<file path="src/rtl/alu_arbiter.sv">
// Two-requester front end for a shared combinational 32-bit ALU: arbitrated
// S1 operand register, S2 result register, valid/ready on both sides.
module alu_arbiter #(
    parameter bit RR = 1'b1
) (
    input  logic        clk,
    input  logic        reset,
    input  logic        req0_valid,
    input  logic        req1_valid,
    output logic        req0_ready,
    output logic        req1_ready,
    input  logic [31:0] req0_a,
    input  logic [31:0] req1_a,
    input  logic [31:0] req0_b,
    input  logic [31:0] req1_b,
    input  logic [7:0]  req0_op,
    input  logic [7:0]  req1_op,
    output logic        rsp0_valid,
    output logic        rsp1_valid,
    input  logic        rsp0_ready,
    input  logic        rsp1_ready,
    output logic [31:0] rsp_c,
    output logic        rsp_zero,
    output logic        rsp_neg,
    output logic [31:0] alu_a,
    output logic [31:0] alu_b,
    output logic [7:0]  alu_op,
    input  logic [31:0] alu_c,
    input  logic        alu_zero,
    input  logic        alu_neg
);

    logic        r_s1_valid;
    logic [31:0] r_s1_a;
    logic [31:0] r_s1_b;
    logic [7:0]  r_s1_op;
    logic        r_s1_owner;

    logic        r_s2_valid;
    logic [31:0] r_s2_c;
    logic        r_s2_zero;
    logic        r_s2_neg;
    logic        r_s2_owner;

    logic        r_last_grant;

    logic [1:0]  w_req_valid;
    logic [1:0]  w_rsp_ready;
    logic [1:0]  w_rsp_valid;
    logic [1:0]  w_grant;
    logic        w_s2_drain;
    logic        w_s2_load;
    logic        w_s1_can_accept;
    logic        w_xfer;

    assign w_req_valid = {req1_valid, req0_valid};
    assign w_rsp_ready = {rsp1_ready, rsp0_ready};

    assign w_s2_drain      = r_s2_valid & w_rsp_ready[r_s2_owner];
    assign w_s2_load       = r_s1_valid & (~r_s2_valid | w_s2_drain);
    assign w_s1_can_accept = ~r_s1_valid | w_s2_load;

    // Grant only ever asserts on a valid port, so any grant is a transfer.
    always_comb begin
        w_grant = 2'b00;
        if (w_s1_can_accept && !reset) begin
            if (w_req_valid == 2'b11) begin
                if (RR && (r_last_grant == 1'b0)) begin
                    w_grant = 2'b10;
                end else begin
                    w_grant = 2'b01;
                end
            end else begin
                w_grant = w_req_valid;
            end
        end
    end

    assign w_xfer = |w_grant;

    generate
        for (genvar gi = 0; gi < 2; gi++) begin : g_port
            assign w_rsp_valid[gi] = r_s2_valid & (r_s2_owner == 1'(gi));
        end
    endgenerate

    assign req0_ready = w_grant[0];
    assign req1_ready = w_grant[1];
    assign rsp0_valid = w_rsp_valid[0];
    assign rsp1_valid = w_rsp_valid[1];

    assign alu_a  = r_s1_a;
    assign alu_b  = r_s1_b;
    assign alu_op = r_s1_op;

    assign rsp_c    = r_s2_c;
    assign rsp_zero = r_s2_zero;
    assign rsp_neg  = r_s2_neg;

    always_ff @(posedge clk) begin
        if (reset) begin
            r_s1_valid   <= 1'b0;
            r_s1_a       <= '0;
            r_s1_b       <= '0;
            r_s1_op      <= '0;
            r_s1_owner   <= 1'b0;
            r_s2_valid   <= 1'b0;
            r_s2_c       <= '0;
            r_s2_zero    <= 1'b0;
            r_s2_neg     <= 1'b0;
            r_s2_owner   <= 1'b0;
            r_last_grant <= 1'b1;
        end else begin
            if (w_xfer) begin
                r_s1_valid   <= 1'b1;
                r_s1_a       <= w_grant[1] ? req1_a  : req0_a;
                r_s1_b       <= w_grant[1] ? req1_b  : req0_b;
                r_s1_op      <= w_grant[1] ? req1_op : req0_op;
                r_s1_owner   <= w_grant[1];
                r_last_grant <= w_grant[1];
            end else if (w_s2_load) begin
                r_s1_valid <= 1'b0;
            end

            // Result fields are left untouched on a plain drain so the
            // last response stays visible.
            if (w_s2_load) begin
                r_s2_valid <= 1'b1;
                r_s2_c     <= alu_c;
                r_s2_zero  <= alu_zero;
                r_s2_neg   <= alu_neg;
                r_s2_owner <= r_s1_owner;
            end else if (w_s2_drain) begin
                r_s2_valid <= 1'b0;
            end
        end
    end

endmodule

</file>
<file path="config.mk">
export PLATFORM = sky130hd
export DESIGN_NAME = alu_arbiter
export DESIGN_NICKNAME = d
export VERILOG_FILES = /design/src/rtl/alu_arbiter.sv
export SDC_FILE = /design/constraint.sdc
export NUM_CORES = 1
export LEC_CHECK = 0
export BUFFER_PORTS_ARGS = -buffer_cell sky130_fd_sc_hd__clkbuf_2
export CORE_UTILIZATION = 45
export DETAILED_ROUTE_END_ITERATION = 8
export PLACE_DENSITY = 0.77
export RECOVER_POWER = 50
export SLEW_MARGIN = 15
export SYNTH_ARGS = -nofsm -noshare
export SYNTH_HDL_FRONTEND = slang
export SYNTH_SLANG_ARGS = --single-unit
</file>
<file path="constraint.sdc">
create_clock -name clk -period 3.1 [get_ports clk]
set_input_delay 0.155 -clock clk [delete_from_list [all_inputs] [get_ports clk]]
set_output_delay 0.155 -clock clk [all_outputs]
set_load 0.01 [all_outputs]
</file>
==> flow_summary_export.csv, run 1 <==
group,metric,value,unit
run_status,status,"finished, final reports clean",
pwr,ir_drop,0.263,mV
logic_synthesis,syn_area,0.00637,sq mm
floorplanning,core_area,0.0138,sq mm
logic_synthesis,yosys_warnings,0,
floorplanning,die_w,121,um
detailed_routing,dr.pass1.iters,5,
layout,final_util,58.2,%
timing,skew,0.00846,ns
flow_run,drv_cap,0,
worst_setup_path,crit_fanout,30,
timing,fmax,0.405,GHz
floorplanning,num_rows,43,
clocking,cts_buffers,9,
clocking,cts_resized,0,
logic_synthesis,synth.distinct_cells,27,
worst_setup_path,arrival,2.31,ns
timing,post-route-period-util,79.6,%
layout,antenna_cells,0,
worst_setup_path,crit_required,2.94,ns
detailed_routing,drt-initial-drc-count,714,
floorplanning,start_util,46.1,%
timing,hold_violations,0,
logic_synthesis,ys_ff_latch,111,
worst_setup_path,crit_path_start_kind,"flip-flop",
logic_synthesis,synth_top_family_by_area,"compound AO/OA/AOI/OAI gates",
layout,drive_above_1_share,30.9,%
timing,drv_slew,0,
logic_synthesis,syn_avg_cell_area,9.27,sq um
timing,relSlewSlack,29.4,%
clocking,post_cts_buffers,0,
logic_synthesis,synth.top_cell.area_share,34.9,%
logic_synthesis,synthAdderAreaFrac,0,%
logic_synthesis,syn_nets,871,
clocking,cts-root-buf,"clkbuf_16",
detailed_routing,wire_per_inst,17.8,um
layout,area_delta_synth_final,26.4,%
logic_synthesis,synth_edf_count,0,
layout,nFillCells,1308,
clocking,clk_pin_slew_worst_paths,0.09,ns
logic_synthesis,synth_top_area_cell,"dfxtp_1",
logic_synthesis,muxShareOfSynthArea,5.89,%
global_route,grt_pass1_wl,29.7,mm
placement,dpl.hpwl,12.7,mm
pwr,leakagePower,0.00312,uW
detailed_routing,route.detailed.drc,0,
floorplanning,die_area,0.0146,sq mm
detailed_routing,wirelength,19.7,mm
clocking,worstSkewPairLatency,0.36,ns
logic_synthesis,synthSimpleGateAreaFrac,13.2,%
worst_setup_path,critPathKind,"flip-flop to output pin",
placement,gp_congestion,0.762,
placement,io_buffer_count,293,
timing,worst_slew_pin_slew,1.06,ns
clocking,cts_tree,"yes",
worst_setup_path,critPathCaptureType,"output pin",
detailed_routing,antenna_left,0,
logic_synthesis,ys.flop_type,"dfxtp_1",
logic_synthesis,synth-compound-area-share,35.2,%
global_route,grt_pass1_vias,5922,
detailed_routing,via_per_inst,5.87,
global_route,gr-usage-all-layers,25.5,%
layout,fin_nets,1102,
logic_synthesis,syn_inst,687,
clocking,clockBufferDepth,2,
global_route,antenna_found_initial,0,
clocking,cts_sinks,111,
timing,finalCriticalPeriod,2.47,ns
detailed_routing,num_vias,6474,
logic_synthesis,ys_async_sr_fraction,0,%
pwr,pwr_density_cell,462,mW/mm^2
timing,rsz0062_at_grt,"no",
global_route,grt_max_degree,77,
floorplanning,die_y,121,um
timing,hold-worst-slack,0.0135,ns
clocking,postCtsHoldBufs,1,
logic_synthesis,synth_xor_area_share,0,%
global_route,grt_overflow_total,0,
hold_path,hold_class,"primary input to flip-flop",
logic_synthesis,synthTopCellsByArea,"dfxtp_1 35%, a2111oi_2 14%, o32ai_1 9.9%, a211oi_1 8.6%, nand3b_1 8.5%",
floorplanning,io_pins,294,
logic_synthesis,synthTopCellsByCount,"111 x dfxtp_1, 74 x inv_1, 73 x a211oi_1",
logic_synthesis,synth_seq_area_share,34.9,%
timing,setup_viol,0,
logic_synthesis,synth_most_common_cell,"dfxtp_1",
clocking,cts-htree-levels,3,
timing,tns,0,ns
[where the power goes]
group          internal [uW]  total [uW]  switching, uW
Clock                    581        1200            618
Combinational            371         880            508
Sequential              1550        1640           93.8
[cells in the final DEF, fill, tap and decap left out]
cell type,Yosys,layout
a2111oi_0,7,7
a2111oi_1,7,7
a2111oi_2,58,58
a211oi_1,73,73
a21bo_2,1,1
a21boi_4,0,1
a21o_1,1,1
a21oi_1,1,1
a221oi_4,0,1
and2_1,3,2
and2_2,0,1
buf_12,0,4
buf_2,19,1
buf_4,10,13
clkbuf_1,61,108
clkbuf_16,0,9
clkbuf_2,0,184
clkinv_4,0,1
clkinv_8,0,3
dfxtp_1,111,109
dfxtp_2,0,2
dlygate4sd3_1,0,1
inv_1,74,74
inv_2,1,1
inv_6,0,2
inv_8,0,1
mux2_2,0,1
mux2i_1,35,35
mux2i_4,0,1
nand2_1,70,70
nand3b_1,72,72
nor2_1,3,3
nor2b_1,1,1
o211ai_1,1,1
o22ai_1,1,1
o32ai_1,72,72
[cell type report]
cell class	instances	area, sq um	share of cell area [%]
repair buffers	311	1520	18.9
flip-flops and latches	111	2220	27.6
clock buffers	9	225	2.80
inverters	75	282	3.50
well taps	180	225	2.80
multi-input cells	410	3490	43.3
clock inverters	7	86.3	1.07
[final timing paths]
check	start	endpoint	slack, ns	cells past startpoint
setup / recovery	r_s2_valid$_SDFFE_PP0P_	req1_ready	0.63	5
hold / removal	alu_c[13]	rsp_c[13]$_SDFFE_PP0P_	0.01	3
hold reg to reg	rsp_c[30]$_SDFFE_PP0P_	rsp_c[30]$_SDFFE_PP0P_	0.46	2
setup reg to reg	r_s2_valid$_SDFFE_PP0P_	alu_op[1]$_SDFFE_PP0P_	0.77	4
[per-stage QoR]
| stage | setup WS (ns) | cells | power (uW) | cell area [sq um] |
|---|---|---|---|---|
| 2_1_floorplan | 1.54 | 687 | 2220 | 6370 |
| 3_3_place_gp | 0.899 | 1086 | 2570 | 7870 |
| 4_1_cts | 0.616 | 1103 | 3780 | 8190 |
| 3_5_place_dp | 0.820 | 1086 | 2580 | 7870 |
| 5_1_grt | 0.457 | 1103 | 3890 | 8050 |
| 6_report | 0.632 | 1103 | 3720 | 8050 |
[kinds of logic (layout without fill, tap and decap cells)]
group                  count (synthesis)  count (layout)
AND/OR/NAND/NOR                      149             149
AO/OA/AOI/OAI                        224             224
flip-flops                           111             111
buffers and inverters                166             402
multiplexers                          37              37
[state kept, by name, summed over array words and instances (netlist names)]
| register | flops |
|---|---|
| r_s2_owner | 1 |
| alu_b | 32 |
| r_s1_owner | 1 |
| alu_op | 8 |
| r_last_grant | 1 |
| r_s1_valid | 1 |
| rsp_zero | 1 |
| rsp_c | 32 |
| rsp_neg | 1 |
| r_s2_valid | 1 |
| alu_a | 32 |
[critical path, cell delays in order (launching register included)]
cell,delay [ns]
dfxtp_2,0.74
and2_2,0.46
buf_4,0.34
a21o_1,0.21
nor2_1,0.05
clkbuf_2,0.16
[layer usage]
metal | global-route usage [%] | routed length, um | up-vias
met4 | 12.1 | 700 | 0
met1 | 32.4 | 8350 | 3011
met2 | 41.9 | 9200 | 315
li1 | - | - | 3098
met3 | 4.37 | 1400 | 50
met5 | 0 | 0 | -
(Power assumes the default switching activity.)
==> run 2: changes to the inputs <==
==> constraint.sdc (replaced) <==
create_clock -name clk -period 2.3 [get_ports clk]
set_input_delay 0.115 -clock clk [delete_from_list [all_inputs] [get_ports clk]]
set_output_delay 0.115 -clock clk [all_outputs]
set_load 0.01 [all_outputs]
==> flow_summary_export.csv, run 2 (synthesis results as in run 1) <==
group,metric,value,unit
worst_setup_path,cp_top_family,"buffers and inverters",
timing,fmax,0.466,GHz
hold_path,hold_depth,3,
detailed_routing,num_vias,6842,
layout,final_cell_mix,"185 x clkbuf_2, 109 x dfxtp_1, 107 x clkbuf_1",
global_route,antenna_found_initial,0,
hold_path,hold_class,"primary input to flip-flop",
worst_setup_path,r2r-end,"alu_a[11]$_SDFFE_PP0P_",
worst_setup_path,reg2reg_from,"r_s2_owner$_SDFFE_PP0P_",
clocking,worstSkewPairLatency,0.35,ns
global_route,gr-usage-all-layers,28.0,%
detailed_routing,wire_per_inst,18.0,um
pwr,leakagePower,0.00344,uW
layout,regArea,0.00222,sq mm
layout,nFillCells,1180,
clocking,cts_tree,"yes",
clocking,cts-htree-levels,3,
floorplanning,num_rows,43,
clocking,post_cts_buffers,0,
worst_setup_path,critPathKind,"flip-flop to output pin",
floorplanning,die_area,0.0146,sq mm
timing,skew,0.0106,ns
worst_setup_path,cpPeakStageDelay,0.40,ns
layout,area_delta_synth_final,38.0,%
placement,dp.cells,1089,
timing,relSlewSlack,41.0,%
worst_setup_path,reg2reg_slack,0.40,ns
timing,rsz0062_at_grt,"no",
placement,gp_congestion,0.816,
worst_setup_path,r2r_cells,4,
pwr,p_sw,1630,uW
pwr,clockPowerShare,32.0,%
floorplanning,die_y,121,um
flow_run,drv_cap,0,
timing,post-route-period-util,93.3,%
detailed_routing,antenna_left,0,
floorplanning,die_w,121,um
timing,worst_slew_pin_slew,0.886,ns
pwr,p_seq_share,42.5,%
worst_setup_path,crit_required,2.18,ns
worst_setup_path,critPathCaptureType,"output pin",
detailed_routing,drt-initial-drc-count,639,
clocking,clk_pin_slew_worst_paths,0.08,ns
worst_setup_path,crit_slowest_cell,"buf_12",
layout,multi_input_area,0.00349,sq mm
pwr,ir_drop,0.343,mV
hold_path,min_to,"alu_b[12]$_SDFFE_PP0P_",
timing,hold_violations,0,
hold_path,hold_start,"req0_b[12]",
timing,setup_viol,0,
timing,finalCriticalPeriod,2.15,ns
detailed_routing,route.detailed.drc,0,
layout,antenna_cells,0,
floorplanning,core_area,0.0138,sq mm
clocking,cts_sinks,111,
clocking,cts_buffers,9,
layout,drive_above_1_share,29.0,%
global_route,grt_pass1_vias,6553,
worst_setup_path,arrival,2.03,ns
layout,final_common_cell,"clkbuf_2",
worst_setup_path,path_cells,"mux2i_4 -> a221oi_4 -> buf_12 -> and2_1 -> clkbuf_2",
pwr,swShare,31.6,%
layout,final_util,63.6,%
placement,dpl.hpwl,12.8,mm
placement,io_buffer_count,293,
pwr,p_total,5170,uW
worst_setup_path,crit_fanout,58,
run_status,status,"finished, final reports clean",
global_route,grt_max_degree,77,
detailed_routing,dr.pass1.iters,5,
clocking,postCtsHoldBufs,73,
worst_setup_path,crit_path_start_kind,"flip-flop",
global_route,grt_overflow_total,0,
timing,drv_slew,0,
floorplanning,io_pins,294,
global_route,grt_pass1_wl,32.6,mm
detailed_routing,wirelength,21.1,mm
detailed_routing,via_per_inst,5.81,
timing,tns,0,ns
pwr,pwr_density_cell,588,mW/mm^2
layout,fin_nets,1177,
clocking,clockBufferDepth,2,
floorplanning,start_util,46.1,%
layout,final_cells,1178,
clocking,cts-root-buf,"clkbuf_16",
timing,hold-worst-slack,0.00687,ns
pwr,p_int,3540,uW
worst_setup_path,crit_buf_inv,2,
pwr,combPwrFrac,25.5,%
clocking,cts_resized,0,
==> run 2: cell types whose count changed in the layout (fill, tap and decap cells not counted) <==
cell,delta
dlygate4sd3_1,+72
inv_8,-1
bufinv_16,+1
clkbuf_2,+1
clkbuf_1,-1
buf_4,+4
inv_6,+2
clkinv_8,-3
==> run 2: worst max-delay path by stage <==
stage,slack (ns),cells past startpoint,endpoint,from
4_1_cts,0.14,5,req0_ready,r_s2_owner$_SDFFE_PP0P_
2_1_floorplan,0.74,5,alu_a[0]$_SDFFE_PP0P_,r_s2_owner$_SDFFE_PP0P_
5_1_grt,0.03,5,req0_ready,r_s2_owner$_SDFFE_PP0P_
3_3_place_gp,0.49,4,alu_a[10]$_SDFFE_PP0P_,r_s2_owner$_SDFFE_PP0P_
6_report,0.15,5,req0_ready,r_s2_owner$_SDFFE_PP0P_
3_5_place_dp,0.45,4,alu_a[11]$_SDFFE_PP0P_,r_s2_owner$_SDFFE_PP0P_
==> run 2: through the flow <==
stage | worst slack (ns) | instance area [sq um]
after floorplan | 0.742 | 6370
after global placement | 0.493 | 7890
after detailed placement | 0.445 | 7890
after CTS | 0.135 | 8920
after global routing | 0.0305 | 8790
final | 0.154 | 8790
==> run 2: layout make-up <==
| cell class | instances | share of cell area [%] |
|---|---|---|
| multi-input combinational | 410 | 39.7 |
| timing repair buffer | 386 | 25.8 |
| sequential | 111 | 25.3 |
| inverter | 75 | 3.20 |
| clock buffer | 10 | 2.61 |
| tap | 180 | 2.56 |
| clock inverter | 6 | 0.840 |
==> run 2: per-layer routing <==
metal	up-vias	GRT usage (%)	wire, um
met2	355	47.0	10200
li1	3235	-	-
met4	0	11.7	646
met3	51	5.83	1610
met1	3201	34.6	8700
met5	-	0	0
==> run 2: power by group through the flow <==
stage               combinational, uW  sequential [uW]  clock, uW
floorplan                         695             2300          0
global placement                 1240             2230          0
detailed placement               1240             2240          0
CTS                              1350             2200       1680
global route                     1420             2220       1750
finish                           1320             2200       1650
==> run 2: tightest hold or removal path: stages <==
cell and delay (ns):
clkbuf_2 0.08, inv_1 0.06, a2111oi_2 0.06
